===== src/rtl/load_store_unit_if.sv =====
// Load/store unit bus interface.
// Bundles three groups of signals:
//   - request handshake from the execute stage (req_*)
//   - one-cycle completion pulse (resp_*)
//   - data memory port (mem_*)
// Modports:
//   slave  : the load/store unit's view
//   master : the surrounding environment (execute stage plus data memory)
interface load_store_unit_if;
    logic        req_valid;
    logic        req_ready;
    logic        req_store;
    logic [1:0]  req_size;
    logic        req_unsigned;
    logic [63:0] req_addr;
    logic [63:0] req_wdata;
    logic        resp_valid;
    logic [63:0] resp_rdata;
    logic        resp_misaligned;
    logic [63:0] mem_address;
    logic [63:0] mem_write_data;
    logic        mem_write_en;
    logic        mem_read_en;
    logic [63:0] mem_read_data;

    modport slave (
        input  req_valid, req_store, req_size, req_unsigned, req_addr, req_wdata,
        output req_ready,
        output resp_valid, resp_rdata, resp_misaligned,
        output mem_address, mem_write_data, mem_write_en, mem_read_en,
        input  mem_read_data
    );

    modport master (
        output req_valid, req_store, req_size, req_unsigned, req_addr, req_wdata,
        input  req_ready,
        input  resp_valid, resp_rdata, resp_misaligned,
        input  mem_address, mem_write_data, mem_write_en, mem_read_en,
        output mem_read_data
    );
endinterface


===== src/rtl/load_store_unit.sv =====
// Load/store unit.
// Accepts one load or store at a time from the execute stage and performs
// it against a 64-bit data memory with combinational read data.
// Sub-doubleword stores are done as read-modify-write. Loads are sign- or
// zero-extended. Misaligned requests can optionally be trapped without
// touching memory.
// Ports:
//   clk : rising-edge clock
//   rst : synchronous active-high reset
//   bus : load_store_unit_if.slave (request, response and memory port)
// Parameters:
//   CHECK_ALIGN : 1 = trap misaligned requests, 0 = no alignment check
module load_store_unit #(
    parameter bit CHECK_ALIGN = 1'b1
) (
    input  logic              clk,
    input  logic              rst,
    load_store_unit_if.slave  bus
);

    typedef enum logic [1:0] {
        IDLE  = 2'd0,
        READ  = 2'd1,
        WRITE = 2'd2,
        RESP  = 2'd3
    } state_t;

    state_t      state_reg, state_next;

    // Request fields latched on accept
    logic        store_reg;
    logic        uns_reg;
    logic        mis_reg;
    logic [1:0]  size_reg;
    logic [63:0] addr_reg;
    logic [63:0] wdata_reg;
    // Memory data captured at the end of the READ cycle
    logic [63:0] data_reg;

    logic        req_ready;
    logic        resp_valid;
    logic        resp_misaligned;
    logic [63:0] resp_rdata;
    logic [63:0] mem_address;
    logic [63:0] mem_write_data;
    logic        mem_write_en;
    logic        mem_read_en;

    logic        misaligned_in;
    logic [7:0]  byte_mask;
    logic [63:0] merged_data;
    logic [63:0] load_ext;

    // addr mod 2^size != 0, evaluated on the incoming request
    always_comb begin
        misaligned_in = 1'b0;
        case (bus.req_size)
            2'b00:   misaligned_in = 1'b0;
            2'b01:   misaligned_in = bus.req_addr[0];
            2'b10:   misaligned_in = |bus.req_addr[1:0];
            default: misaligned_in = |bus.req_addr[2:0];
        endcase
        misaligned_in = misaligned_in && CHECK_ALIGN;
    end

    // Byte lanes covered by the access size; lanes outside keep the
    // captured memory data during read-modify-write.
    generate
        for (genvar gi = 0; gi < 8; gi++) begin : g_lane
            assign byte_mask[gi] = (4'(gi) < (4'd1 << size_reg));
            assign merged_data[8*gi +: 8] = byte_mask[gi] ? wdata_reg[8*gi +: 8]
                                                          : data_reg[8*gi +: 8];
        end
    endgenerate

    // Sign/zero extension of the captured load data
    always_comb begin
        load_ext = data_reg;
        case (size_reg)
            2'b00: load_ext = {{56{!uns_reg && data_reg[7]}},  data_reg[7:0]};
            2'b01: load_ext = {{48{!uns_reg && data_reg[15]}}, data_reg[15:0]};
            2'b10: load_ext = {{32{!uns_reg && data_reg[31]}}, data_reg[31:0]};
            default: load_ext = data_reg;
        endcase
    end

    // State register and request/data capture
    always_ff @(posedge clk) begin
        if (rst) begin
            state_reg <= IDLE;
            store_reg <= 1'b0;
            uns_reg   <= 1'b0;
            mis_reg   <= 1'b0;
            size_reg  <= 2'b00;
            addr_reg  <= 64'd0;
            wdata_reg <= 64'd0;
            data_reg  <= 64'd0;
        end else begin
            state_reg <= state_next;
            if (state_reg == IDLE && bus.req_valid) begin
                store_reg <= bus.req_store;
                uns_reg   <= bus.req_unsigned;
                mis_reg   <= misaligned_in;
                size_reg  <= bus.req_size;
                addr_reg  <= bus.req_addr;
                wdata_reg <= bus.req_wdata;
            end
            if (state_reg == READ) begin
                data_reg <= bus.mem_read_data;
            end
        end
    end

    // Next state and outputs. Every output is forced low while rst is high,
    // which also drops a write that is in flight when reset arrives.
    always_comb begin
        state_next      = state_reg;
        req_ready       = 1'b0;
        resp_valid      = 1'b0;
        resp_misaligned = 1'b0;
        resp_rdata      = 64'd0;
        mem_address     = 64'd0;
        mem_write_data  = 64'd0;
        mem_write_en    = 1'b0;
        mem_read_en     = 1'b0;
        if (!rst) begin
            case (state_reg)
                IDLE: begin
                    req_ready = 1'b1;
                    if (bus.req_valid) begin
                        if (misaligned_in)
                            state_next = RESP;
                        else if (bus.req_store && bus.req_size == 2'b11)
                            state_next = WRITE;
                        else
                            state_next = READ;
                    end
                end
                READ: begin
                    mem_read_en = 1'b1;
                    mem_address = addr_reg;
                    state_next  = store_reg ? WRITE : RESP;
                end
                WRITE: begin
                    mem_write_en   = 1'b1;
                    mem_address    = addr_reg;
                    mem_write_data = (size_reg == 2'b11) ? wdata_reg : merged_data;
                    state_next     = RESP;
                end
                default: begin
                    resp_valid      = 1'b1;
                    resp_misaligned = mis_reg;
                    resp_rdata      = (store_reg || mis_reg) ? 64'd0 : load_ext;
                    state_next      = IDLE;
                end
            endcase
        end
    end

    assign bus.req_ready       = req_ready;
    assign bus.resp_valid      = resp_valid;
    assign bus.resp_misaligned = resp_misaligned;
    assign bus.resp_rdata      = resp_rdata;
    assign bus.mem_address     = mem_address;
    assign bus.mem_write_data  = mem_write_data;
    assign bus.mem_write_en    = mem_write_en;
    assign bus.mem_read_en     = mem_read_en;

endmodule


===== src/flat_wrapper.sv =====
// flat-port wrapper written by rule: the top's interface ports become plain ports
module load_store_unit_flat 
#(
    parameter bit CHECK_ALIGN = 1'b1
)
  (clk, rst, bus_req_valid, bus_req_store, bus_req_size, bus_req_unsigned, bus_req_addr, bus_req_wdata, bus_req_ready, bus_resp_valid, bus_resp_rdata, bus_resp_misaligned, bus_mem_address, bus_mem_write_data, bus_mem_write_en, bus_mem_read_en, bus_mem_read_data);
  load_store_unit_if bus_i ();
  input  logic clk;
  input  logic rst;
  input wire logic [$bits(bus_i.req_valid)-1:0] bus_req_valid;
  input wire logic [$bits(bus_i.req_store)-1:0] bus_req_store;
  input wire logic [$bits(bus_i.req_size)-1:0] bus_req_size;
  input wire logic [$bits(bus_i.req_unsigned)-1:0] bus_req_unsigned;
  input wire logic [$bits(bus_i.req_addr)-1:0] bus_req_addr;
  input wire logic [$bits(bus_i.req_wdata)-1:0] bus_req_wdata;
  output wire logic [$bits(bus_i.req_ready)-1:0] bus_req_ready;
  output wire logic [$bits(bus_i.resp_valid)-1:0] bus_resp_valid;
  output wire logic [$bits(bus_i.resp_rdata)-1:0] bus_resp_rdata;
  output wire logic [$bits(bus_i.resp_misaligned)-1:0] bus_resp_misaligned;
  output wire logic [$bits(bus_i.mem_address)-1:0] bus_mem_address;
  output wire logic [$bits(bus_i.mem_write_data)-1:0] bus_mem_write_data;
  output wire logic [$bits(bus_i.mem_write_en)-1:0] bus_mem_write_en;
  output wire logic [$bits(bus_i.mem_read_en)-1:0] bus_mem_read_en;
  input wire logic [$bits(bus_i.mem_read_data)-1:0] bus_mem_read_data;
  assign bus_i.req_valid = bus_req_valid;
  assign bus_i.req_store = bus_req_store;
  assign bus_i.req_size = bus_req_size;
  assign bus_i.req_unsigned = bus_req_unsigned;
  assign bus_i.req_addr = bus_req_addr;
  assign bus_i.req_wdata = bus_req_wdata;
  assign bus_req_ready = bus_i.req_ready;
  assign bus_resp_valid = bus_i.resp_valid;
  assign bus_resp_rdata = bus_i.resp_rdata;
  assign bus_resp_misaligned = bus_i.resp_misaligned;
  assign bus_mem_address = bus_i.mem_address;
  assign bus_mem_write_data = bus_i.mem_write_data;
  assign bus_mem_write_en = bus_i.mem_write_en;
  assign bus_mem_read_en = bus_i.mem_read_en;
  assign bus_i.mem_read_data = bus_mem_read_data;
  load_store_unit #(.CHECK_ALIGN(CHECK_ALIGN)) u_core (.clk(clk), .rst(rst), .bus(bus_i));
endmodule

===== config.mk =====
export PLATFORM = sky130hd
export DESIGN_NAME = load_store_unit_flat
export DESIGN_NICKNAME = d
export VERILOG_FILES = /design/src/rtl/load_store_unit_if.sv /design/src/rtl/load_store_unit.sv /design/src/flat_wrapper.sv
export SDC_FILE = /design/constraint.sdc
export NUM_CORES = 1
export LEC_CHECK = 0
export ABC_CLOCK_PERIOD_IN_PS = 4500
export CAP_MARGIN = 20
export CORE_AREA = 4 4 152 154
export DETAILED_ROUTE_END_ITERATION = 6
export DIE_AREA = 0 0 156 158
export PLACE_DENSITY_LB_ADDON = 0.1
export SYNTH_ARGS = -nofsm -noshare
export SYNTH_HDL_FRONTEND = slang
export SYNTH_SLANG_ARGS = --single-unit

===== constraint.sdc =====
create_clock -name clk -period 4.5 [get_ports clk]
set_input_delay 0.675 -clock clk [delete_from_list [all_inputs] [get_ports clk]]
set_output_delay 0.675 -clock clk [all_outputs]
set_load 0.005 [all_outputs]

==> Word level (Yosys, flattened, before mapping) <==
Cells that the tools add are included.
W data, S select, Z words.
{ "totals": {"ff_bits": 199, "inputBits": 199, "output_inout_bits": 197, "word_cells": 73} }
{ "op_classes": {"magnitude_cmp": 8, "eq_ne": 9, "n_shift": 1, "muxes": 33, "reduce_logical": 14} }
{ "op_table": {"columns": ["cell", "count"], "rows": [
  ["$mux W64", 8],
  ["$pmux W64 S3", 1],
  ["$mux W8", 8],
  ["$lt A3 B4 Y1 const A", 4],
  ["$mux W1", 11],
  ["$eq A2 B2 Y1 const B", 5],
  ["$lt A1 B4 Y1 const A", 2],
  ["$lt A2 B4 Y1 const A", 2],
  ["$eq A2 B1 Y1 const B", 3],
  ["$logic_not A2 Y1", 3],
  ["$mux W2", 3],
  ["$pmux W2 S3", 1],
  ["$reduce_or A3 Y1", 2],
  ["$logic_and A1 B1 Y1", 5],
  ["$reduce_or A2 Y1", 2],
  ["$shl A1 B2 Y4 const A", 1],
  ["$pmux W1 S3", 1],
  ["$ne A2 B2 Y1 const B", 1],
  ["$logic_not A1 Y1", 1],
  ["$logic_or A1 B1 Y1", 1]
]} }

==> Depth between registers and ports, before layout <==
{ "depth": {"depth_word": 6, "depth_mapped": 8, "mapped_depth_nobuf": 5} }

==> Worst setup path after synthesis <==
Ideal clock, no wire load.
{ "synth_path": {"path_kind": "input-to-output", "start": "input port rst", "end": "output port bus_resp_rdata[60]", "arrival_time_ns": 1.466, "required_ns": 3.825, "setup_slack_ns": 2.359, "cell_stages": 6, "n_path_buf": 3, "cell_sequence": "buf_6 nor4b_4 buf_6 buf_6 o21ai_2 a21oi_2"} }
{ "synth_via": {"elab_chain_len": 1} }
{ "synth_rtl": {"columns": ["element", "line", "rtl"], "rows": [
  ["from (decl)", "flat_wrapper.sv:9", "input logic rst;"],
  ["$mux W64", "load_store_unit.sv:126", "if (!rst) begin"],
  ["to (decl)", "flat_wrapper.sv:18", "output wire logic [$bits(bus_i.resp_rdata)-1:0] bus_resp_rdata;"]
]} }
No other way between the ends.

==> Worst setup path in the final report <==
{ "layout_path": {"start": "register u_core.size_reg[1]", "end": "output port bus_resp_rdata[63]"} }
{ "layout_via": {"elab_chain_len": 5, "elab_cells_between_ends": 7, "classes_between": "2 x eq/ne; 4 x mux; 1 x reduce/logical"} }
{ "layout_rtl": {"columns": ["element", "line", "rtl"], "rows": [
  ["from (decl)", "load_store_unit.sv:34", "logic [1:0] size_reg;"],
  ["from (signal assigned)", "load_store_unit.sv:104", "size_reg <= bus.req_size;"],
  ["$eq A2 B2 Y1, or another cell as far along", "load_store_unit.sv:79", "case (size_reg)"],
  ["$pmux W64 S3 (*)", "load_store_unit.sv:79", null],
  ["$mux W64 (*)", "load_store_unit.sv:153", "resp_rdata = (store_reg || mis_reg) ? 64'd0 : load_ext;"],
  ["$mux W64 (*)", "load_store_unit.sv:127", "case (state_reg)"],
  ["$mux W64 (*)", "load_store_unit.sv:126", null]
]} }
Mark *: on every way between the ends. The rest lies on a longest branch, timed or not.

==> results.txt <==
First-pass GRT wire length - 48800 um
Setup TNS - 0 ps
Die width - 156 um
Gp weighted congestion - 0.824
Placed cell area - 13200 um2
CP max stage cell - o21bai_4
Via-to-Cell Ratio - 5.03
Post-synth EDFFs - 0
Fin crit share - 0.838
Yosys warns - 0
Final Max Tran Viols - 0
Root buffer cell - clkbuf_16
Synth top cells by count - nand2_1, a21oi_1, dfxtp_1, nor2_1, and2_1
Most used routing layer - met2
Kind of path behind the tightest hold check - flip-flop to flip-flop
Final ANT Viol Nets - 0
Area delta synth->final - 48.9%
Initial DRC count - 709
Routed WL per cell - 17.4 um
Sw Share - 0.357
Setup Viol. Count Final - 0
Max IR drop VDD - 0.000326 V
Clock Sinks - 199
CP required - 3830 ps
Residual DRC - 0
Count of input and output buffers - 395
M2 GR Usage - 0.415
Num CTS Buffers - 17
P_int - 3.70 mW
Combinational fraction of design power - 0.333
Crit Path Category - flip-flop to primary output
Met3 Use GR - 0.0782
Clock Path Buffers - 2
Critical Path AT - 3090 ps
Io pins - 396
Synth Instances - 1220
Setup bufs post-CTS - 0
Initial Utilization - 0.426
Via count - 9261
H-tree depth - 4
Setup crit end kind - primary output
GR Util All Layers - 0.249
Synth Area per Inst - 7.58 um2
Cts repair resizes - 0
Most numerous cell in the Yosys netlist - nand2_1
Row count - 54
Area leader, netlist - dfxtp_1
Leak - 4.77 nW
Tmin final - 3770 ps
Fmax - 265 MHz
CP startpoint kind - flip-flop
Nets@finish - 1750
Worst-margin pin slew - 977 ps
Clock network latency to the later pin of the worst-skew pair - 440 ps
Net Count, Synth - 1423
CTS Hold Bufs - 0
Clk pwr share - 0.260
Grt ovf - 0
Relative slew margins - 0.347
Yosys top cell area share - 0.431
Max cap viols - 0
Share of cells above drive strength 1 - 0.0487
Sequential power share - 0.408
TritonRoute pass-1 iters - 5
Core ar. - 21700 um2
Final instance area - 13800 um2
Initial antenna violation count - 4
Largest net degree at the start of global routing - 81
CTS tree - yes
Detailed Route WL - 32100 um
Vias in the first global route - 8732
RSZ-0062 raised after global routing - no
Post-synthesis cell area - 9250 um2
DIE HEIGHT - 158 um
Critical path's largest stage delay - 770 ps
Crit-path max FO - 32
#FFs+latches synth - 199
Primary FF master, synth - dfxtp_1
Power Dens Cells - 418 nW/um2
Final Hold Fails - 0
Outcome - complete, no violations
DP Wirelength - 22400 um
Critical Path, Cell by Cell - buf_4, nor3b_1, o21bai_4, a21oi_1, clkdlybuf4s50_1
Post-synth ARST share - 0
DIE AREA - 24600 um2
Yosys cell types - 34
Worst clock skew - 14.6 ps
Met1 usage - 0.306
Worst-path clk slew - 70 ps
Seq/Total Area, Yosys - 0.431
NetSw - 2.05 mW
Synth top area cells - dfxtp_1, nand2_1, a21oi_1, mux2i_1, and2_1
==> metal layers <==
metal  routed length, um  vias to the layer above
li1                    -                     4623
met5                  13                        -
met1               13000                     4258
met4                 777                        2
met2               15500                      336
met3                2790                       42
==> cell type report <==
| class | count | area, um2 |
|---|---|---|
| Tap cell | 280 | 350 |
| Fill cell | 1999 | 7920 |
| Multi-Input combinational cell | 915 | 4730 |
| Clock buffer | 19 | 453 |
| Inverter | 4 | 15.0 |
| Antenna cell | 3 | 7.51 |
| Sequential cell | 199 | 3990 |
| Clock inverter | 12 | 113 |
| Timing Repair Buffer | 410 | 4120 |
==> power groups by stage <==
stage | clock network (mW) | registers, mW | logic [mW]
after floorplan | 0 | 2.30 | 1.35
after global placement | 0 | 2.37 | 1.90
after detailed placement | 0 | 2.38 | 1.92
after CTS | 1.51 | 2.34 | 1.93
after global routing | 1.59 | 2.39 | 2.13
final | 1.49 | 2.35 | 1.91
==> path summary, 6_finish.rpt <==
check / from / end / slack (ps) / cells past startpoint
worst max-delay path: u_core.size_reg[1] / bus_resp_rdata[63] / 730 / 5
worst min-delay path: u_core.addr_reg[55] / u_core.addr_reg[55] / 450 / 2
worst min register to register: u_core.addr_reg[55] / u_core.addr_reg[55] / 450 / 2
worst max register to register: u_core.state_reg[1] / u_core.wdata_reg[8] / 2330 / 6
==> worst max-delay path: cells and delay by family, from the launching register on <==
family | cells | cell delay, ps
AO/OA/AOI/OAI | 2 | 990
buffers and inverters | 2 | 900
flip-flops | 1 | 620
AND/OR/NAND/NOR | 1 | 130
==> placed cells by master (no fill, tap or decap), types with 2 or more instances in the layout <==
cell and n:
a21oi_1 216, a21oi_2 12, a31oi_1 2, and2_1 82, and2_4 2, buf_12 4, buf_4 11, clkbuf_16 17
clkbuf_8 2, clkdlybuf4s50_1 394, clkinv_4 6, clkinvlp_4 2, dfxtp_1 198, diode_2 3, ha_1 3, inv_1 4
inv_8 4, mux2i_1 80, nand2_1 373, nor2_1 85, nor2b_1 5, o211ai_1 3, o21ai_0 30, o21ai_2 3
or2_2 2
==> per-stage QoR <==
step / std cells / hold WS [ps] / total power [mW] / utilization / setup WS [ps]
after global routing: 1842 / 471 / 6.11 / 0.635 / 546
after CTS: 1837 / 453 / 5.79 / 0.633 / 670
after global placement: 1806 / 437 / 4.27 / 0.607 / 1110
final: 1842 / 453 / 5.75 / 0.635 / 730
after detailed placement: 1806 / 442 / 4.30 / 0.607 / 1130
after floorplan: 1220 / 432 / 3.65 / - / 2360
==> cell families after synthesis <==
logic type / count (synthesis) / share of synthesized area
adders and majority gates: 4 / 0.00541
AOI/OAI and AO/OA: 272 / 0.157
muxes: 80 / 0.0866
buffers and inverters: 106 / 0.0633
and+or+nand+nor: 559 / 0.257
DFF: 199 / 0.431
No activity file was read; power rests on OpenSTA's default activity.
==> edit (same settings) <==
`CHECK_ALIGN` is set to 1'b1 in 2 places; all go to 1'b0.
--- a/src/rtl/load_store_unit.sv
+++ b/src/rtl/load_store_unit.sv
@@ -12,5 +12,5 @@
 //   CHECK_ALIGN : 1 = trap misaligned requests, 0 = no alignment check
 module load_store_unit #(
-    parameter bit CHECK_ALIGN = 1'b1
+    parameter bit CHECK_ALIGN = 1'b0
 ) (
     input  logic              clk,
--- a/src/flat_wrapper.sv
+++ b/src/flat_wrapper.sv
@@ -2,5 +2,5 @@
 module load_store_unit_flat 
 #(
-    parameter bit CHECK_ALIGN = 1'b1
+    parameter bit CHECK_ALIGN = 1'b0
 )
   (clk, rst, bus_req_valid, bus_req_store, bus_req_size, bus_req_unsigned, bus_req_addr, bus_req_wdata, bus_req_ready, bus_resp_valid, bus_resp_rdata, bus_resp_misaligned, bus_mem_address, bus_mem_write_data, bus_mem_write_en, bus_mem_read_en, bus_mem_read_data);
Check against the original RTL: not equivalent (Yosys sat finds a counterexample within 4 cycles, from zero or initial values and one cycle with rst high).
==> edit against the unedited design <==
Synthesized cell count down 0.90%. Worst setup slack improved by 0.17 ns. Design area is 0.44% lower. Area after synthesis is 1.5% lower. Sequential cell count down 1. Clock skew barely moved. Count of clock-buffer cells in the layout did not move. Worst hold slack worse by 0.0019 ns. Routed wire length shrank 0.12%. Register-to-register slack worse by 0.28 ns. Power rose by 5.6%.
==> edit: results (changes against the unedited design) <==
NumNets Final=1733 (-0.97%); first-pass GRT wire length=47970 microns (-1.7%); HPWL after DPL=22630 microns (+1.2%); via/cell ratio=4.993 (-0.68%); Port Buf Inserts=394 (-0.25%); Critical-path top delay cell=or4b_4; fmax=277.8 MHz (+4.7%); drt pass-1 iters=4 (-1); Total GRT Usage=24.74% (-0.18 points); Post-synth top cells=371 x nand2_1, 199 x a21oi_1, 198 x dfxtp_1, 82 x and2_1, 82 x nor2_1; CTS Buffer Depth=2 (unchanged); sequential area share after synthesis=43.53% (+0.45 points); status=completed; Cell Area, Placed=0.01310 sq mm (-0.43%); Arrival @ worst endpoint=2.93 ns (-0.16 ns); delay-heaviest family, CP=buffers and inverters; syn nets=1412 (-0.77%); worst slack at placement=1.119 ns (-0.01357 ns); FILL cells=1986 (-0.65%); VDD IR max=0.0002656 V (-19%); skew final=0.01498 ns (+0.0003422 ns); gpl congestion=0.8418 (+2.1%); largest net degree at the start of global routing=112 (+38%); worst-margin pin slew=1.082 ns (+0.1048 ns); Worst path max stage delay=0.64 ns (-0.13 ns); top cells by area, synth=dfxtp_1 44%, nand2_1 15%, a21oi_1 11%; LEAKAGE=4.758 nW (-0.23%); First DRT Iteration DRCs=634 (-11%); H-tree levels=4 (unchanged); final WL=32040 microns (-0.12%); layout cell share with drive strength beyond 1=5.574% (+0.70 points); vias in the first global route=8590 (-1.6%); Yosys cell types=29 (-15%)
==> edit: cell count changes in the layout (fill, tap and decap cells not counted), moves of 4 or more <==
cell / unedited run / this run
a21oi_1: 216 / 199
a21oi_2: 12 / 28
clkinv_4: 6 / 1
inv_6: 0 / 5
nand2_1: 373 / 369
==> edit: worst min-delay path: stages (launching register included) <==
cell and delay (ns):
dfxtp_1 0.31, nand2_1 0.05, a21oi_1 0.05
==> edit: cell type report <==
| cell class | instances | area (sq um) | share of cell area, % |
|---|---|---|---|
| Sequential cell | 198 | 3965 | 28.92 |
| Multi-Input combinational cell | 904 | 4726 | 34.47 |
| Timing Repair Buffer | 406 | 4048 | 29.52 |
| Antenna cell | 4 | 10.01 | 0.07301 |
| Clock buffer | 19 | 442.9 | 3.231 |
| Clock inverter | 13 | 156.4 | 1.141 |
| Inverter | 3 | 11.26 | 0.08214 |
| Tap cell | 280 | 350.3 | 2.555 |
==> edit: worst paths after layout <==
path | from | to | slack (ns) | depth (start not counted)
worst max register to register | u_core.state_reg[0] | u_core.state_reg[0] | 2.05 | 5
worst min-delay path | u_core.wdata_reg[0] | u_core.wdata_reg[0] | 0.45 | 2
worst min register to register | u_core.wdata_reg[0] | u_core.wdata_reg[0] | 0.45 | 2
worst max-delay path | u_core.size_reg[1] | bus_resp_rdata[63] | 0.90 | 5
==> edit: logic make-up after synthesis <==
group | share of synthesized area, %
AOI/OAI and AO/OA | 16.26
adders and majority gates | 0.5497
buffers and inverters | 5.126
DFF | 43.53
muxes | 8.905
other | 0.04119
and+or+nand+nor | 25.59
==> edit: stage by stage <==
step	cells	power, mW	util [%]
4_1_cts	1823	6.129	63.16
3_5_place_dp	1791	4.558	60.40
6_report	1827	6.075	63.21
2_1_floorplan	1209	3.785	-
5_1_grt	1827	6.458	63.21
3_3_place_gp	1791	4.527	60.40
==> edit: power by group <==
| group | total (mW) | internal, mW | switching (mW) |
|---|---|---|---|
| clock network | 1.56 | 0.811 | 0.754 |
| registers | 2.35 | 2.13 | 0.230 |
| logic | 2.16 | 0.908 | 1.25 |
| total | 6.07 | 3.84 | 2.23 |
==> edit: routing by layer <==
metal  track usage [%]  vias up  part of all wire, %
li1                  -     4556                    -
met1             28.49     4196                   40
met2             41.04      321                   48
met3             9.595       50                  9.4
met4             10.75        0                  2.9
met5                 0        -                    0
